[src/rtl/k_sync_fifo_t2.sv]
`default_nettype none
// ============================================================================
// Module   : k_sync_fifo_t2
// Purpose  : Single-clock FIFO with occupancy count, almost-full/empty
//            thresholds, sticky overflow/underflow and synchronous flush.
//            Read side is either registered (FWFT=0) or fall-through (FWFT=1).
// Revision : 1.0  initial release
// ============================================================================
module k_sync_fifo_t2 #(
   parameter int DATA_SIZE = 8,
   parameter int ADDR_SIZE = 4,
   parameter int FWFT      = 0,
   parameter int AF_TH     = 12,
   parameter int AE_TH     = 2
) (
   input  logic                 clk,
   input  logic                 rst,
   input  logic                 clr,
   input  logic [DATA_SIZE-1:0] wdata,
   input  logic                 wput,
   output logic                 wfull,
   output logic                 walmost_full,
   input  logic                 rget,
   output logic [DATA_SIZE-1:0] rdata,
   output logic                 rvalid,
   output logic                 rempty,
   output logic                 ralmost_empty,
   output logic [ADDR_SIZE:0]   count,
   output logic                 overflow,
   output logic                 underflow
);

   localparam int               c_DEPTH = 2**ADDR_SIZE;
   localparam logic [ADDR_SIZE:0] c_FULL = c_DEPTH[ADDR_SIZE:0];
   localparam logic [ADDR_SIZE:0] c_AF   = AF_TH[ADDR_SIZE:0];
   localparam logic [ADDR_SIZE:0] c_AE   = AE_TH[ADDR_SIZE:0];
   localparam logic [ADDR_SIZE:0] c_ONE  = {{ADDR_SIZE{1'b0}}, 1'b1};

   logic [ADDR_SIZE:0]   wptr_q, wptr_d;
   logic [ADDR_SIZE:0]   rptr_q, rptr_d;
   logic [ADDR_SIZE:0]   count_q, count_d;
   logic                 ovf_q, ovf_d;
   logic                 unf_q, unf_d;
   logic [DATA_SIZE-1:0] mem_q [c_DEPTH];

   logic                 w_full;
   logic                 w_empty;
   logic                 wr_acc;
   logic                 rd_acc;
   logic [ADDR_SIZE-1:0] waddr;
   logic [ADDR_SIZE-1:0] raddr;

   assign w_full  = (count_q == c_FULL);
   assign w_empty = (count_q == '0);
   assign waddr   = wptr_q[ADDR_SIZE-1:0];
   assign raddr   = rptr_q[ADDR_SIZE-1:0];

   // A flush cycle suppresses both accesses entirely.
   assign wr_acc = wput & ~w_full  & ~clr;
   assign rd_acc = rget & ~w_empty & ~clr;

   always_comb begin
      wptr_d  = wptr_q;
      rptr_d  = rptr_q;
      count_d = count_q;
      ovf_d   = ovf_q;
      unf_d   = unf_q;
      if (clr) begin
         wptr_d  = '0;
         rptr_d  = '0;
         count_d = '0;
         ovf_d   = 1'b0;
         unf_d   = 1'b0;
      end else begin
         if (wr_acc) wptr_d = wptr_q + c_ONE;
         if (rd_acc) rptr_d = rptr_q + c_ONE;
         case ({wr_acc, rd_acc})
            2'b10:   count_d = count_q + c_ONE;
            2'b01:   count_d = count_q - c_ONE;
            default: count_d = count_q;
         endcase
         if (wput & w_full)  ovf_d = 1'b1;
         if (rget & w_empty) unf_d = 1'b1;
      end
   end

   always_ff @(posedge clk or posedge rst) begin
      if (rst) begin
         wptr_q  <= '0;
         rptr_q  <= '0;
         count_q <= '0;
         ovf_q   <= 1'b0;
         unf_q   <= 1'b0;
      end else begin
         wptr_q  <= wptr_d;
         rptr_q  <= rptr_d;
         count_q <= count_d;
         ovf_q   <= ovf_d;
         unf_q   <= unf_d;
      end
   end

   always_ff @(posedge clk) begin
      if (wr_acc) mem_q[waddr] <= wdata;
   end

   generate
      if (FWFT != 0) begin : g_fwft
         assign rdata  = mem_q[raddr];
         assign rvalid = ~w_empty;
      end else begin : g_std
         logic [DATA_SIZE-1:0] rdata_q;
         logic                 rvalid_q;
         always_ff @(posedge clk or posedge rst) begin
            if (rst) begin
               rdata_q  <= '0;
               rvalid_q <= 1'b0;
            end else begin
               rvalid_q <= rd_acc;
               if (rd_acc) rdata_q <= mem_q[raddr];
            end
         end
         assign rdata  = rdata_q;
         assign rvalid = rvalid_q;
      end
   endgenerate

   assign wfull         = w_full;
   assign rempty        = w_empty;
   assign walmost_full  = (count_q >= c_AF);
   assign ralmost_empty = (count_q <= c_AE);
   assign count         = count_q;
   assign overflow      = ovf_q;
   assign underflow     = unf_q;

   // Pointer distance must agree with the count-derived full flag.
   a_full_consistent : assert property (@(posedge clk) disable iff (rst)
      w_full == ((wptr_q[ADDR_SIZE] != rptr_q[ADDR_SIZE]) && (waddr == raddr)));

endmodule
`default_nettype wire

[config.mk]
export PLATFORM = sky130hd
export DESIGN_NAME = k_sync_fifo_t2
export DESIGN_NICKNAME = d
export VERILOG_FILES = /design/src/rtl/k_sync_fifo_t2.sv
export SDC_FILE = /design/constraint.sdc
export NUM_CORES = 1
export LEC_CHECK = 0
export CORE_MARGIN = 2
export CORE_UTILIZATION = 50
export DETAILED_ROUTE_END_ITERATION = 6
export PLACE_DENSITY = 0.68
export SYNTH_ARGS = -nofsm -noshare
export SYNTH_HDL_FRONTEND = slang
export SYNTH_SLANG_ARGS = --single-unit
[constraint.sdc]
create_clock -name clk -period 3.6 [get_ports clk]
set_input_delay 0.72 -clock clk [delete_from_list [all_inputs] [get_ports clk]]
set_output_delay 0.72 -clock clk [all_outputs]
set_load 0.03 [all_outputs]
Word level (Yosys, flattened, before mapping)

Memories as Yosys holds them, arrays and structs flattened. A register that Yosys moved wholly into a read port is not among the register bits.
Index checks and enable logic that the tools add are counted.

Bits in writable memories: 128
Output and inout port bits: 20
Memories kept: 1
Word-level logic and storage cells: 43
Register bits: 18
Bits of input ports: 13

Memories:

| memory | depth | bits a word | read ports | clocked after memory_dff | wr ports | RTL line | source |
|---|---|---|---|---|---|---|---|
| mem_q  | 16    | 8           | 1          | 1                        | 1        | 44       | `logic [DATA_SIZE-1:0] mem_q [c_DEPTH];` |

Equal/unequal tests: 3
Bitwise operators: 9
Multiplexer cells: 12
Add/sub/neg operators: 4
$lt $le $gt $ge: 2
Reduce and logical (&&, ||, !) cells: 6

Operators by type and width:

| kind                | number |
|---|---|
| $mux 5              | 5 |
| $add 5x1->5 const B | 3 |
| $pmux 5 s2          | 1 |
| $reduce_bool 2->1   | 4 |
| $and 1x1->1         | 6 |
| $mux 1              | 6 |
| $eq 5x5->1 const B  | 1 |
| $ge 5x4->1 const B  | 1 |
| $le 5x2->1 const B  | 1 |
| $logic_not 5->1     | 1 |
| $sub 5x1->5 const B | 1 |
| $not 1->1           | 3 |
| $reduce_bool 3->1   | 1 |
| $eq 2x1->1 const B  | 1 |
| $eq 2x2->1 const B  | 1 |

Longest topological paths before layout

Depth in word-level cells: 7
Mapped depth: 10
Depth with buffers taken out: 8

Worst setup path before layout

Ideal clock, no wire load.

Path type: reg2out
Start point: register count_q[2], in the netlist count[2]
End point: output ralmost_empty
Cell stages (with the launch flop): 3
Required time: 2.880 ns
Arrival: 2.275 ns
Setup slack: 0.605 ns
Path buffers: 1
Cell sequence: dfrtp_1 > clkbuf_1 > a2111oi_0

Word-level cells in the longest chain between the ends: 1

Ends and longest elaborated chain:

| element                  | RTL line | source |
|---|---|---|
| start: declaration       | 41       | `logic [ADDR_SIZE:0] count_q, count_d;` |
| start signal: assignment | 97       | `count_q <= count_d;` |
| $le 5x2->1               | 131      | `assign ralmost_empty = (count_q <= c_AE);` |
| end: declaration         | 27       | `output logic ralmost_empty,` |

No other way between the ends.

Worst setup path in the final report

Start point: register count_q[0], in the netlist count[0]
End point: output rempty

Word-level cells in the longest chain between the ends: 1

Ends and longest elaborated chain:

| element          | RTL line | source |
|---|---|---|
| $logic_not 5->1  | 54       | `assign w_empty = (count_q == '0);` |
| end: declaration | 26       | `output logic rempty,` |

No other way between the ends.

==> flow_summary_export.csv <==
group,metric,value,unit
cts,cts_tree,"built",
layout,syn_to_final_growth,19.1,%
synthesis,synth_edf_count,128,
setup_path,critPathArrivalTime,2.43,ns
timing,timing.final.crit_period,3.15,ns
setup_path,path_buf_inv,1,
global_routing,grtUsageTotal,0.198,
cts,cts_resized,0,
synthesis,netlist_instances,359,
cts,cts_setup_buffers,0,
run_status,status,"finished, final reports clean",
place,place.gp.congestion,0.816,
layout,fin_nets,431,
cts,cts.sinks,152,
die,initial_core_util,0.506,
setup_path,cp_max_fo,10,
synthesis,synthDistinctLibCells,47,
synthesis,synthSimpleGateAreaFrac,0.0533,
synthesis,muxShareOfSynthArea,0.149,
setup_path,cp-start-kind,"flop",
routing,ant_nets,0,
place,numPortBuffers,32,
timing,setup_viol,0,
routing,vias_per_cell,5.74,
setup_path,crit_path_end_kind,"primary output",
global_routing,grt_pass1_wl,19100,um
synthesis,async_reset_ff_frac,0.158,
cts,clock_tree.root_cell,"clkbuf_16",
die,rows,41,
die,core-area,12500,um^2
synthesis,synth-xor-area-share,0.0111,
die,ios,33,
die,fp.dieW,116,um
synthesis,synth_nets,379,
timing,finalHoldViolCount,0,
cts,worstSkewPairLatency,0.41,ns
global_routing,grt_start_max_net_pins,34,
cts,clk_pin_slew,0.06,ns
cts,post_cts_hold_buffer_count,0,
worst_hold_path,min_delay_path_depth,2,
routing,wl_per_cell,21.1,um
worst_hold_path,min_to,"underflow",
synthesis,synth_compound_area_frac,0.0462,
timing,finalSetupTns,0,ns
flow_run,drv_cap,0,
worst_hold_path,hp-start,"underflow",
die,chipHeight,116,um
synthesis,ys_seq_area_frac,0.704,
routing,via_count,3419,
setup_path,crit_family,"simple AND/OR/NAND/NOR gates",
layout,fin_cells,596,
setup_path,r2r_slack,0.80,ns
routing,dr.first_iter.drc_count,323,
pwr,powerDensity,679,nW/um^2
place,placed_cells,564,
synthesis,synthFlopType,"edfxtp_1",
global_routing,grt_pass1_vias,3269,
cts,ctsHtreeMaxLevel,4,
timing,fmax,317,MHz
setup_path,required,2.88,ns
cts,clockBufferDepth,2,
setup_path,cp_cell_sequence,"or4_4 > nor2_1 > clkdlybuf4s50_1",
layout,antennaDiodeCount,0,
setup_path,criticalPathCategory,"flop to primary output",
pwr,p_leak,0.00254,uW
layout,mostFrequentLayoutCells,"128 x edfxtp_1, 32 x mux4_2, 32 x clkdlybuf4s50_1",
routing,first_pass_iters,5,
layout,drive_above_1_share,0.210,
setup_path,cpPeakStageDelay,0.69,ns
global_routing,grt-ovfl-total,0,
global_routing,antenna_found_initial,0,
layout,final_common_cell,"edfxtp_1",
place,hpwl,8010,um
synthesis,syn_avg_cell_area,17.6,um^2
timing,finalClockSkew,0.00706,ns
timing,slew_headroom,0.263,
layout,multi_input_area,1730,um^2
synthesis,synthAdderAreaFrac,0.0139,
routing,drc,0,
pwr,ir_drop,0.000335,V
cts,numCtsBuffers,17,
timing,grt_setup_unrepaired,"false",
timing,tightest_slew,1.11,ns
synthesis,synth_top_family_by_area,"multiplexers",
setup_path,slowest_stage,"clkdlybuf4s50_1",
synthesis,netlist_area,6310,um^2
synthesis,synth-seq-cells,152,
timing,fin_crit_sh,0.875,
setup_path,rr_worst_depth,8,
setup_path,r2r_start,"count[1]",
die,fp.dieArea,13500,um^2
layout,fillers,911,
synthesis,ys_warn_count,0,
layout,utilization,0.603,
worst_hold_path,hold_path.class,"flop to flop",
routing,routed_wl,12600,um
layout,seq_area,4450,um^2
setup_path,r2r-end,"count[4]",
timing,slew_violations,0,
-- synth_stat cells (3+ instances only) --
cell	count	share of area
a21oi_1	6	0.0048
buf_2	11	0.0087
clkbuf_1	8	0.0048
dfrtp_1	24	0.095
edfxtp_1	128	0.61
ha_1	7	0.014
inv_1	6	0.0036
mux2i_1	20	0.032
mux4_2	32	0.11
nand2_1	17	0.010
nand2b_1	6	0.0059
nand3_1	4	0.0032
nor2_1	27	0.016
nor3_1	4	0.0032
o211ai_1	4	0.0048
o21ai_0	3	0.0024
o221ai_1	8	0.011
xnor2_1	3	0.0042
xor2_1	5	0.0069
-- worst min-delay path: stages, from the launching register on --
cell and delay [ns]:
dfrtp_1 0.34, a21oi_1 0.04, nor2_1 0.07
-- sequential cells by signal (all words and copies together), names as in the netlist --
register,count
count,5
mem_q,128
overflow,1
rdata,8
rptr_q,4
rvalid,1
underflow,1
wptr_q,4
-- logic make-up after synthesis --
kind of cell / Yosys count
flops: 152
simple gates: 70
mux: 54
compound gates: 39
buf+inv: 29
xor+xnor: 8
fa+ha+maj: 7
-- cell type report --
class	instances	area share
clock buffers	19	0.0576
well taps	172	0.0286
flip-flops and latches	152	0.591
multi-input cells	178	0.230
clock inverters	13	0.0226
repair buffers	56	0.0666
inverters	6	0.00300
-- metrics by stage --
stage	instance area (um^2)	total power, uW	worst slack [ns]	hold WS [ns]
2_1_floorplan	6310	2950	0.605	0.530
3_3_place_gp	6910	3320	0.548	0.473
3_5_place_dp	6910	3340	0.475	0.483
4_1_cts	7520	5140	0.418	0.501
5_1_grt	7520	5300	0.357	0.523
6_report	7520	5100	0.448	0.493
-- per-layer routing --
metal	share of wire	vias up	global-route usage	wire length (um)
li1	-	1538	-	-
met1	0.46	1757	0.280	5780
met2	0.48	112	0.309	5990
met3	0.052	12	0.0472	654
met4	0.013	0	0.0643	165
met5	0	-	0	0
-- worst max path at each step --
stage	startpoint	endpoint	slack (ns)	depth (start not counted)
floorplan	count[2]	ralmost_empty	0.60	2
global placement	clr	count[4]	0.55	9
detailed placement	clr	count[4]	0.48	9
CTS	count[1]	wfull	0.42	3
global route	count[1]	rempty	0.36	3
finish	count[0]	rempty	0.45	3
-- where the power goes --
group	leakage, uW	switching (uW)	total (uW)	internal (uW)
clock network	0.000280	703	1800	1100
logic	0.000796	620	1140	517
registers	0.00147	151	2160	2010
total	0.00254	1470	5100	3630
(Power assumes the default switching activity.)
